--- src/rtl/conv_pkg.sv ---
// Shared state encoding and default geometry for the convolution window scheduler.
package conv_pkg;

   localparam int unsigned DefImageWidth  = 224;
   localparam int unsigned DefImageHeight = 224;
   localparam int unsigned DefKernelSize  = 3;
   localparam int unsigned DefChannelNum  = 64;

   typedef logic [1:0] conv_state_t;

   localparam conv_state_t StIdle  = 2'd0;
   localparam conv_state_t StIssue = 2'd1;
   localparam conv_state_t StDrain = 2'd2;
   localparam conv_state_t StDone  = 2'd3;

   // A count of 1 still needs a 1-bit field.
   function automatic int unsigned clog2_min1(input int unsigned v);
      return (v <= 2) ? 1 : $clog2(v);
   endfunction

endpackage

--- src/rtl/conv_pos_counter.sv ---
// Nested channel/column/row counter walking the output grid, channel innermost.
module conv_pos_counter
   import conv_pkg::*;
#(
   parameter int unsigned OUT_W       = 2,
   parameter int unsigned OUT_H       = 2,
   parameter int unsigned CHANNEL_NUM = 2,
   parameter int unsigned ROW_W       = 1,
   parameter int unsigned COL_W       = 1,
   parameter int unsigned CH_W        = 1
) (
   input  logic             clk_i,
   input  logic             reset_i,
   input  logic             clear_i,
   input  logic             adv_i,
   output logic [ROW_W-1:0] row_o,
   output logic [COL_W-1:0] col_o,
   output logic [CH_W-1:0]  ch_o,
   output logic             ch_first_o,
   output logic             ch_last_o,
   output logic             pass_last_o
);

   logic [ROW_W-1:0] row_q, row_d;
   logic [COL_W-1:0] col_q, col_d;
   logic [CH_W-1:0]  ch_q, ch_d;
   logic             row_last, col_last, ch_last;

   assign ch_last  = (ch_q == CH_W'(CHANNEL_NUM - 1));
   assign col_last = (col_q == COL_W'(OUT_W - 1));
   assign row_last = (row_q == ROW_W'(OUT_H - 1));

   always_comb begin
      row_d = row_q;
      col_d = col_q;
      ch_d  = ch_q;
      if (clear_i) begin
         row_d = '0;
         col_d = '0;
         ch_d  = '0;
      end else if (adv_i) begin
         if (ch_last) begin
            ch_d = '0;
            if (col_last) begin
               col_d = '0;
               row_d = row_last ? '0 : row_q + 1'b1;
            end else begin
               col_d = col_q + 1'b1;
            end
         end else begin
            ch_d = ch_q + 1'b1;
         end
      end
   end

   always_ff @(posedge clk_i or posedge reset_i) begin
      if (reset_i) begin
         row_q <= '0;
         col_q <= '0;
         ch_q  <= '0;
      end else begin
         row_q <= row_d;
         col_q <= col_d;
         ch_q  <= ch_d;
      end
   end

   assign row_o       = row_q;
   assign col_o       = col_q;
   assign ch_o        = ch_q;
   assign ch_first_o  = (ch_q == '0);
   assign ch_last_o   = ch_last;
   assign pass_last_o = ch_last & col_last & row_last;

endmodule

--- src/rtl/conv_window_scheduler.sv ---
// Issues convolution window requests over the output grid with a credit limit on
// positions awaiting MAC retirement.
module conv_window_scheduler
   import conv_pkg::*;
#(
   parameter int unsigned IMAGE_WIDTH     = DefImageWidth,
   parameter int unsigned IMAGE_HEIGHT    = DefImageHeight,
   parameter int unsigned KERNEL_SIZE     = DefKernelSize,
   parameter int unsigned CHANNEL_NUM     = DefChannelNum,
   parameter int unsigned MAX_OUTSTANDING = 4
) (
   input  logic                                   clk_i,
   input  logic                                   reset_i,
   input  logic                                   start_i,
   output logic                                   busy_o,
   output logic                                   done_o,
   output logic                                   win_valid_o,
   input  logic                                   win_ready_i,
   output logic [clog2_min1(IMAGE_HEIGHT)-1:0]    win_row_o,
   output logic [clog2_min1(IMAGE_WIDTH)-1:0]     win_col_o,
   output logic [clog2_min1(CHANNEL_NUM)-1:0]     win_ch_o,
   output logic                                   win_first_o,
   output logic                                   win_last_o,
   input  logic                                   res_ack_i,
   output logic                                   err_o
);

   localparam int unsigned OutW = IMAGE_WIDTH - KERNEL_SIZE + 1;
   localparam int unsigned OutH = IMAGE_HEIGHT - KERNEL_SIZE + 1;
   localparam int unsigned RowW = clog2_min1(IMAGE_HEIGHT);
   localparam int unsigned ColW = clog2_min1(IMAGE_WIDTH);
   localparam int unsigned ChW  = clog2_min1(CHANNEL_NUM);
   localparam int unsigned CntW = $clog2(MAX_OUTSTANDING + 1);

   conv_state_t     state_q, state_d;
   logic [CntW-1:0] out_q, out_d;
   logic            err_q, err_d;
   logic            clear, hs, inc, dec;
   logic            ch_first, ch_last, pass_last;

   conv_pos_counter #(
      .OUT_W       (OutW),
      .OUT_H       (OutH),
      .CHANNEL_NUM (CHANNEL_NUM),
      .ROW_W       (RowW),
      .COL_W       (ColW),
      .CH_W        (ChW)
   ) u_pos (
      .clk_i       (clk_i),
      .reset_i     (reset_i),
      .clear_i     (clear),
      .adv_i       (hs),
      .row_o       (win_row_o),
      .col_o       (win_col_o),
      .ch_o        (win_ch_o),
      .ch_first_o  (ch_first),
      .ch_last_o   (ch_last),
      .pass_last_o (pass_last)
   );

   // Only a fresh position waits for credit; channels of a started one never stall.
   assign win_valid_o = (state_q == StIssue) &&
                        !(ch_first && (out_q == CntW'(MAX_OUTSTANDING)));
   assign hs          = win_valid_o & win_ready_i;
   assign inc         = hs & ch_last;
   assign dec         = res_ack_i;

   always_comb begin
      state_d = state_q;
      clear   = 1'b0;
      case (state_q)
         StIdle: begin
            if (start_i) begin
               state_d = StIssue;
               clear   = 1'b1;
            end
         end
         StIssue: if (hs && pass_last) state_d = StDrain;
         StDrain: if (out_q == '0) state_d = StDone;
         StDone:  state_d = StIdle;
         default: state_d = StIdle;
      endcase
   end

   always_comb begin
      out_d = out_q;
      err_d = err_q;
      if (inc && !dec) begin
         out_d = out_q + 1'b1;
      end else if (dec && !inc) begin
         if (out_q == '0) err_d = 1'b1;
         else             out_d = out_q - 1'b1;
      end
   end

   always_ff @(posedge clk_i or posedge reset_i) begin
      if (reset_i) begin
         state_q <= StIdle;
         out_q   <= '0;
         err_q   <= 1'b0;
      end else begin
         state_q <= state_d;
         out_q   <= out_d;
         err_q   <= err_d;
      end
   end

   assign busy_o      = (state_q == StIssue) || (state_q == StDrain);
   assign done_o      = (state_q == StDone);
   assign win_first_o = ch_first;
   assign win_last_o  = ch_last;
   assign err_o       = err_q;

endmodule

--- config.mk ---
export PLATFORM = sky130hd
export DESIGN_NAME = conv_window_scheduler
export DESIGN_NICKNAME = d
export VERILOG_FILES = /design/src/rtl/conv_pkg.sv /design/src/rtl/conv_pos_counter.sv /design/src/rtl/conv_window_scheduler.sv
export SDC_FILE = /design/constraint.sdc
export NUM_CORES = 1
export LEC_CHECK = 0
export CORE_MARGIN = 2
export CORE_UTILIZATION = 56
export DETAILED_ROUTE_END_ITERATION = 6
export PLACE_DENSITY = 0.94
export SYNTH_ARGS = -nofsm -noshare
export SYNTH_HDL_FRONTEND = slang
export SYNTH_SLANG_ARGS = --single-unit
--- constraint.sdc ---
create_clock -name clk_i -period 6.9 [get_ports clk_i]
set_input_delay 1.38 -clock clk_i [delete_from_list [all_inputs] [get_ports clk_i]]
set_output_delay 1.38 -clock clk_i [all_outputs]
set_load 0.05 [all_outputs]
==> flow_summary.toml, run 1 <==
[logic_synthesis]
ys_top_cells_by_count = "dfrtp_1, nor2_1, o21ai_0"
ys_ff_latch = 28
yosysUniqueCellTypes = 50
synth.area.top_cells = "dfrtp_1, ha_1, o21ai_0"
syn_avg_cell_area_sq_um = 9.24
synthArstFlopShare = 1.00
synth_most_common_cell = "dfrtp_1"
synth_edf_count = 0
synth_ff_type = "dfrtp_1"
synth_area_sq_um = 1790
synth_top_area_frac = 0.391
ys.warnings.count = 0
synthCells = 194
synth_top_cell_by_area = "dfrtp_1"
synthesis.nets = 213
ys_seq_area_frac = 0.391

[placed_design]
portBuffers = 32
dp_hpwl_microns = 2950
gp_congestion = 0.889

[drt]
detail_route.wl_per_cell_microns = 15.4
postRouteAntennaNets = 0
drt_iter0_drc = 151
drt_pass1_iterations = 4
drc = 0
vias_per_cell = 6.15
routed_wl_microns = 4150
vias = 1654

[finish]
postLayoutCoreUtil = 0.718
syn_to_final_growth_pct = 22.4
fin_nets = 245
num-fill-cells = 244
drive_gt1_frac = 0.0489
antenna_cells = 0

[die]
die_h_microns = 60.6
num_rows = 20
core_region_area_sq_um = 3050
fp.dieW_microns = 60.6
dieArea_sq_um = 3670
start_util = 0.587
pin_count = 33

[worst_setup_path]
cp.required_ns = 5.52
endpoint_kind = "primary output"
r2r_slack_ns = 3.95
r2r_start = "state_q[1]$_DFFE_PP0P_"
rr_worst_depth = 11
crit_type = "register to primary output"
worstReg2RegEnd = "out_q[2]$_DFFE_PP0P_"
cp.arrival_ns = 2.39
start_kind = "register"
path_max_fanout = 5

[run_status]
outcome = "finished clean"

[sta]
fin_worst_skew_ns = 0.00305
slew_violations = 0
setup_violations = 0
hold_viol = 0
rsz0062_at_grt = "false"
whs_ns = 0.498
min_period_over_period = 0.546
worstMarginPinSlew_ns = 1.03
min_period_ns = 3.77
relSlewSlack = 0.311
tns_ns = 0
fmax_mhz = 265

[global_routing]
grt_pass1_vias = 1511
overflow = 0
antenna_found_initial = 0
grt_pass1_wl_microns = 6870
track_usage = 0.249
grt_max_degree = 29

[cts]
cts_buffer_depth = 2
cts-root-buf = "clkbuf_4"
ctsResizeCount = 0
cts_buffers = 3
clock-sinks = 28
postCtsHoldBufs = 0
cts_setup_buffers = 0
htree_num_levels = 1
insertion_delay_ns = 0.34
path_clk_slew_ns = 0.16
cts_tree = "built"

[pwr]
powerDensity_nw_per_um2 = 280
sw_frac_of_total = 0.428
pwr-share-clk = 0.179
internal_power_mw = 0.351
total_power_mw = 0.613
pwr-share-comb = 0.418
p_sw_mw = 0.262
power_frac_seq = 0.403
ir_drop_mv = 0.253
p_leak_nw = 0.954

[flow_run]
maxCapViolations = 0

[min_path]
min_path_type = "register to register"
min_path_cells = 1
hold_end = "err_o$_DFFE_PP0P_"
holdCritStartpoint = "err_o$_DFFE_PP0P_"
==> final cells by class <==
type                            count  area (sq um)  share of cell area
Clock buffer                        3          22.5              0.0103
Sequential cell                    28           701               0.319
Timing Repair Buffer               32           320               0.146
Tap cell                           44          55.1              0.0251
Inverter                           12          45.0              0.0205
Clock inverter                      1          30.0              0.0137
Multi-Input combinational cell    149          1020               0.465
==> worst max path at each step <==
stage                                          from                   end  cells after the start  slack, ns
after CTS                 u_pos.ch_o[0]$_DFFE_PP0P_           win_first_o                      5       3.12
after global routing      u_pos.ch_o[0]$_DFFE_PP0P_           win_first_o                      5       3.00
final                     u_pos.ch_o[0]$_DFFE_PP0P_           win_first_o                      5       3.13
after floorplan           u_pos.ch_o[0]$_DFFE_PP0P_           win_first_o                      4       2.84
after detailed placement                win_ready_i  out_q[2]$_DFFE_PP0P_                     10       2.93
after global placement                  win_ready_i  out_q[2]$_DFFE_PP0P_                     10       3.03
==> layout by cell type (no fill, tap or decap), types with 6 or more instances in the layout <==
master,Yosys,final
and3_1,8,8
clkdlybuf4s50_1,0,32
dfrtp_1,28,28
ha_1,13,13
inv_1,11,11
nand2_1,7,7
nand3_1,10,10
nand4_1,6,6
nor2_1,19,19
nor2b_1,7,7
nor3_1,7,7
o21ai_0,15,15
==> registers in the layout, indices dropped and copies added (netlist names) <==
signal       count
out_q            3
state_q          2
err_o            1
u_pos.col_o      8
u_pos.ch_o       6
u_pos.row_o      8
==> routing by layer <==
layer,vias to the layer above,share of wire,wire (microns),track usage
met5,-,0,0,0
met4,0,0.012,50,0.106
met3,5,0.061,251,0.0362
met2,63,0.49,2020,0.404
met1,801,0.44,1830,0.334
li1,785,-,-,-
==> power by group through the flow <==
| stage | registers (mW) | logic (mW) | clock network (mW) |
|---|---|---|---|
| global placement | 0.247 | 0.245 | 0 |
| CTS | 0.246 | 0.257 | 0.110 |
| floorplan | 0.313 | 0.108 | 0 |
| detailed placement | 0.248 | 0.256 | 0 |
| finish | 0.247 | 0.256 | 0.110 |
| global route | 0.255 | 0.278 | 0.117 |
==> per-stage QoR <==
step | worst slack (ns) | instances | instance area (sq um)
2_1_floorplan | 2.84 | 194 | 1790
3_3_place_gp | 3.03 | 265 | 2140
3_5_place_dp | 2.93 | 265 | 2140
4_1_cts | 3.12 | 269 | 2190
5_1_grt | 3.00 | 269 | 2190
6_report | 3.13 | 269 | 2190
==> worst max-delay path, stage by stage (launching register included) <==
cell,delay [ns]
dfrtp_1,0.46
inv_1,0.08
ha_1,0.13
nor2b_1,0.25
nor4b_1,0.27
clkdlybuf4s50_1,0.86
==> kinds of logic (layout without fill, tap and decap cells) <==
logic type | after synthesis | count (layout) | synth area share
buf+inv | 17 | 48 | 0.0398
compound gates | 51 | 51 | 0.200
mux | 2 | 2 | 0.0119
flops | 28 | 28 | 0.391
simple gates | 79 | 79 | 0.241
xor+xnor | 3 | 3 | 0.0147
fa+ha+maj | 14 | 14 | 0.102
No activity file was read; power rests on OpenSTA's default activity.
==> run 2: changes to the inputs <==
--- a/config.mk
+++ b/config.mk
@@ -6,9 +6,9 @@
 export NUM_CORES = 1
 export LEC_CHECK = 0
 export CORE_MARGIN = 2
-export CORE_UTILIZATION = 56
+export CORE_UTILIZATION = 52
 export DETAILED_ROUTE_END_ITERATION = 6
-export PLACE_DENSITY = 0.94
+export PLACE_DENSITY = 0.88
 export SYNTH_ARGS = -nofsm -noshare
 export SYNTH_HDL_FRONTEND = slang
 export SYNTH_SLANG_ARGS = --single-unit
==> constraint.sdc (replaced) <==
create_clock -name clk_i -period 3.63 [get_ports clk_i]
set_input_delay 0.726 -clock clk_i [delete_from_list [all_inputs] [get_ports clk_i]]
set_output_delay 0.726 -clock clk_i [all_outputs]
set_load 0.05 [all_outputs]
==> run 2 against run 1 <==
Effect of this change:
- critical path depth did not move
- core utilization down 5.3 points
- register-to-register slack lost 3.2 ns
- cell count is 1.1% higher
- die area rose by 7.2%
- global-route usage fell by 3.1 points
- setup slack worse by 2.6 ns
==> flow_summary.toml, run 2 (synthesized netlist as in run 1, its figures left out) <==
[cts]
cts_buffer_depth = 2
ctsResizeCount = 0
cts-root-buf = "clkbuf_4"
path_clk_slew_ns = 0.16
cts_setup_buffers = 0
clock-sinks = 28
cts_tree = "built"
insertion_delay_ns = 0.34
postCtsHoldBufs = 0
cts_buffers = 3
htree_num_levels = 1

[sta]
hold_viol = 0
slew_violations = 0
setup_violations = 0
rsz0062_at_grt = "false"
min_period_over_period = 0.865
tns_ns = 0
fmax_mhz = 319
min_period_ns = 3.14
relSlewSlack = 0.536
worstMarginPinSlew_ns = 0.693
fin_worst_skew_ns = 0.00902

[finish]
antenna_cells = 0
stdcell_area_sq_um = 2200
syn_to_final_growth_pct = 23.0
drive_gt1_frac = 0.0531
final_common_cell = "clkdlybuf4s50_1"
stdcell_count = 272
fin_nets = 246
layout_common_cells = "clkdlybuf4s50_1, dfrtp_1, nor2_1"

[pwr]
power_frac_seq = 0.407
internal_power_mw = 0.667
p_leak_nw = 0.959
pwr-share-comb = 0.412
pwr-share-clk = 0.181
powerDensity_nw_per_um2 = 526
sw_frac_of_total = 0.425
ir_drop_mv = 0.408
p_sw_mw = 0.493

[worst_setup_path]
cp_num_buf_inv = 2
max_stage_delay_ns = 0.86
cp.arrival_ns = 2.41
slowest_stage = "clkdlybuf4s50_1"
crit_type = "register to primary output"
cp.required_ns = 2.90
path_max_fanout = 4
cp_top_family = "buffers and inverters"
endpoint_kind = "primary output"
r2r_slack_ns = 0.71
start_kind = "register"
worstPathCellList = "inv_1 -> ha_1 -> nor2b_1 -> nor4b_1 -> clkdlybuf4s50_1"

[drt]
routed_wl_microns = 4040
drt_pass1_iterations = 5
postRouteAntennaNets = 0
detail_route.wl_per_cell_microns = 14.8
drc = 0
vias_per_cell = 5.96
drt_iter0_drc = 98
vias = 1621

[placed_design]
placed_cells = 268
gp_congestion = 0.840
portBuffers = 32
placed_cell_area_sq_um = 2150
dp_hpwl_microns = 2950

[die]
num_rows = 21
fp.dieW_microns = 62.7
pin_count = 33
die_h_microns = 62.7
dieArea_sq_um = 3930
start_util = 0.541
core_region_area_sq_um = 3310

[global_routing]
grt_pass1_vias = 1538
antenna_found_initial = 0
grt_max_degree = 29
track_usage = 0.218
grt_pass1_wl_microns = 6920
overflow = 0

[run_status]
outcome = "finished clean"

[flow_run]
maxCapViolations = 0

[min_path]
min_path_type = "register to register"
-- run 2: cell types whose count changed in the layout (fill, tap and decap cells not counted) --
cell,change
buf_4,+1
-- run 2: path summary, 6_finish.rpt --
check / start / end / depth (start not counted)
max: u_pos.ch_o[1]$_DFFE_PP0P_ / win_first_o / 5
min: err_o$_DFFE_PP0P_ / err_o$_DFFE_PP0P_ / 1
max reg2reg: state_q[1]$_DFFE_PP0P_ / out_q[2]$_DFFE_PP0P_ / 11
min reg2reg: err_o$_DFFE_PP0P_ / err_o$_DFFE_PP0P_ / 1
max in group asynchronous: reset_i / u_pos.row_o[2]$_DFFE_PP0P_ / 3
min in group asynchronous: reset_i / u_pos.ch_o[4]$_DFFE_PP0P_ / 3
-- run 2: per-stage QoR --
stage / total power [mW] / hold slack, ns / setup slack (ns) / util
floorplan: 0.800 / 0.524 / 0.229 / -
global placement: 0.937 / 0.459 / 0.411 / 0.650
detailed placement: 0.953 / 0.484 / 0.327 / 0.650
CTS: 1.16 / 0.519 / 0.505 / 0.666
global route: 1.22 / 0.532 / 0.318 / 0.666
finish: 1.16 / 0.516 / 0.491 / 0.666
-- run 2: power groups by stage --
stage	clock [mW]	combinational, mW	sequential (mW)
after floorplan	0	0.205	0.595
after global routing	0.224	0.515	0.481
after global placement	0	0.465	0.473
final	0.209	0.478	0.472
after CTS	0.212	0.480	0.469
after detailed placement	0	0.478	0.476
-- run 2: area by class of cell --
class	instances	area, sq um
Timing Repair Buffer	33	328
Fill cell	304	1110
Tap cell	46	57.6
Inverter	12	45.0
Sequential cell	28	701
Multi-Input combinational cell	149	1020
Clock buffer	3	22.5
Clock inverter	1	30.0
-- run 2: worst reg2reg max path: stages, from the launching register on --
cell,delay (ns)
dfrtp_1,0.43
inv_1,0.12
ha_1,0.27
nand4_1,0.14
or2_1,0.37
clkinv_1,0.20
ha_1,0.33
inv_1,0.09
fa_1,0.42
nor3_1,0.19
a21oi_1,0.06
o31ai_1,0.21
-- run 2: routing by layer --
layer	GRT usage	part of all wire	wire length, microns	vias to the layer above
met1	0.270	0.45	1800	783
met5	0	0	0	-
met3	0.0234	0.040	163	7
li1	-	-	-	787
met4	0.0944	0.020	81	0
met2	0.386	0.49	1990	44
==> run 3: changes to the inputs <==
--- a/config.mk
+++ b/config.mk
@@ -5,7 +5,8 @@
 export SDC_FILE = /design/constraint.sdc
 export NUM_CORES = 1
 export LEC_CHECK = 0
-export CORE_MARGIN = 2
+export ABC_AREA = 0
+export CORE_MARGIN = 1
 export CORE_UTILIZATION = 52
 export DETAILED_ROUTE_END_ITERATION = 6
 export PLACE_DENSITY = 0.88
==> run 3 against run 2 <==
Effect of this change:
- register-to-register slack got worse by 0.02 ns
- worst hold slack worse by 0.025 ns
- design area shrank 1.8%
- total power down 6.8%
- flip-flop and latch count unchanged
- routed wire length decreased by 0.32%
- global-route usage is 2.2 points higher
- sequential power decreased by 0.8%
- critical endpoint unchanged
==> flow_summary.toml, run 3 (synthesized netlist as in run 1, its figures left out) <==
[run_status]
outcome = "finished clean"

[finish]
fin_nets = 245
stdcell_area_sq_um = 2160
register_area_sq_um = 701
num-fill-cells = 274
stdcell_count = 268
drive_gt1_frac = 0.0446
syn_to_final_growth_pct = 20.7
antenna_cells = 0
layout_common_cells = "clkdlybuf4s50_1, dfrtp_1, nor2_1"
final_common_cell = "clkdlybuf4s50_1"
multi_input_area_sq_um = 1020

[pwr]
ir_drop_mv = 0.441
internal_power_mw = 0.596
sw_frac_of_total = 0.449
pwr-share-clk = 0.117
p_sw_mw = 0.485
power_frac_seq = 0.433
powerDensity_nw_per_um2 = 500
pwr-share-comb = 0.450
p_leak_nw = 0.940

[sta]
relSlewSlack = 0.302
slew_violations = 0
tns_ns = 0
setup_ws_ns = 0.567
worstMarginPinSlew_ns = 1.05
fin_worst_skew_ns = 0.00253
setup_violations = 0
min_period_over_period = 0.844
fmax_mhz = 327
hold_viol = 0
whs_ns = 0.491
rsz0062_at_grt = "false"
min_period_ns = 3.06

[min_path]
holdCritStartpoint = "err_o$_DFFE_PP0P_"
hold_end = "err_o$_DFFE_PP0P_"
min_path_cells = 1
min_path_type = "register to register"

[worst_setup_path]
worstPathCellList = "inv_1 -> ha_1 -> nor2b_1 -> nor4b_1 -> clkdlybuf4s50_1"
r2r_slack_ns = 0.69
slowest_stage = "clkdlybuf4s50_1"
cp.arrival_ns = 2.34
r2r_start = "state_q[1]$_DFFE_PP0P_"
rr_worst_depth = 11
cp_top_family = "buffers and inverters"
cp_num_buf_inv = 2
cp.required_ns = 2.90
start_kind = "register"
endpoint_kind = "primary output"
worstReg2RegEnd = "out_q[2]$_DFFE_PP0P_"
crit_type = "register to primary output"
path_max_fanout = 5
max_stage_delay_ns = 0.85

[die]
die_h_microns = 60.7
pin_count = 33
core_region_area_sq_um = 3150
dieArea_sq_um = 3680
num_rows = 20
start_util = 0.568
fp.dieW_microns = 60.7

[placed_design]
dp_hpwl_microns = 2950
gp_congestion = 0.867
place_ws_ns = 0.336
placed_cells = 265
placed_cell_area_sq_um = 2140
portBuffers = 32

[global_routing]
grt_pass1_wl_microns = 6620
grt_max_degree = 29
track_usage = 0.240
antenna_found_initial = 0
overflow = 0
grt_pass1_vias = 1557

[cts]
path_clk_slew_ns = 0.14
cts_tree = "built"
cts-root-buf = "clkbuf_4"
clock-sinks = 28
cts_setup_buffers = 0
ctsResizeCount = 0
postCtsHoldBufs = 0
htree_num_levels = 1
cts_buffer_depth = 2
insertion_delay_ns = 0.33
cts_buffers = 3

[drt]
postRouteAntennaNets = 0
routed_wl_microns = 4020
dr_wl_met2_microns = 1920
drc = 0
drt_pass1_iterations = 4
vias = 1658
wl_met3_microns = 264
detail_route.wl_per_cell_microns = 15.0
vias_per_cell = 6.19
route.top_layer_used = "met4"
wl_met1_microns = 1790
drt_iter0_drc = 101

[flow_run]
maxCapViolations = 0
[run 3: layer usage]
layer  global-route usage  vias to the layer above
li1                     -                      781
met1                0.303                      793
met2                0.414                       78
met3               0.0448                        6
met4               0.0844                        0
met5                    0                        -
[run 3: how the worst max path moves through the flow]
stage / endpoint / slack, ns / startpoint / cells after the start
CTS: win_first_o / 0.55 / u_pos.ch_o[0]$_DFFE_PP0P_ / 5
global route: out_q[2]$_DFFE_PP0P_ / 0.43 / state_q[1]$_DFFE_PP0P_ / 11
floorplan: win_first_o / 0.23 / u_pos.ch_o[0]$_DFFE_PP0P_ / 4
global placement: out_q[2]$_DFFE_PP0P_ / 0.42 / win_ready_i / 10
detailed placement: out_q[2]$_DFFE_PP0P_ / 0.34 / win_ready_i / 10
finish: win_first_o / 0.57 / u_pos.ch_o[0]$_DFFE_PP0P_ / 5
[run 3: power groups by stage]
stage | sequential, mW | combinational [mW] | clock, mW
after floorplan | 0.595 | 0.205 | 0
final | 0.468 | 0.486 | 0.127
after global routing | 0.481 | 0.523 | 0.140
after CTS | 0.465 | 0.486 | 0.128
after detailed placement | 0.471 | 0.484 | 0
after global placement | 0.469 | 0.466 | 0
[run 3: worst register-to-register path: stages, from the launching register on]
cell      delay [ns]
dfrtp_1         0.43
inv_1           0.13
ha_1            0.28
nand4_1         0.13
or2_1           0.37
clkinv_1        0.21
ha_1            0.33
inv_1           0.09
fa_1            0.43
nor3_1          0.19
a21oi_1         0.06
o31ai_1         0.20
[run 3: area by class of cell]
type,count,area share
multi-input combinational,149,0.471
sequential,28,0.324
timing repair buffer,32,0.148
tap,44,0.0254
inverter,12,0.0208
clock buffer,3,0.0104
[run 3: metrics by stage]
stage / utilization / power [mW]
6_report: 0.686 / 1.08
3_5_place_dp: 0.679 / 0.955
5_1_grt: 0.686 / 1.14
4_1_cts: 0.686 / 1.08
2_1_floorplan: - / 0.800
3_3_place_gp: 0.679 / 0.936
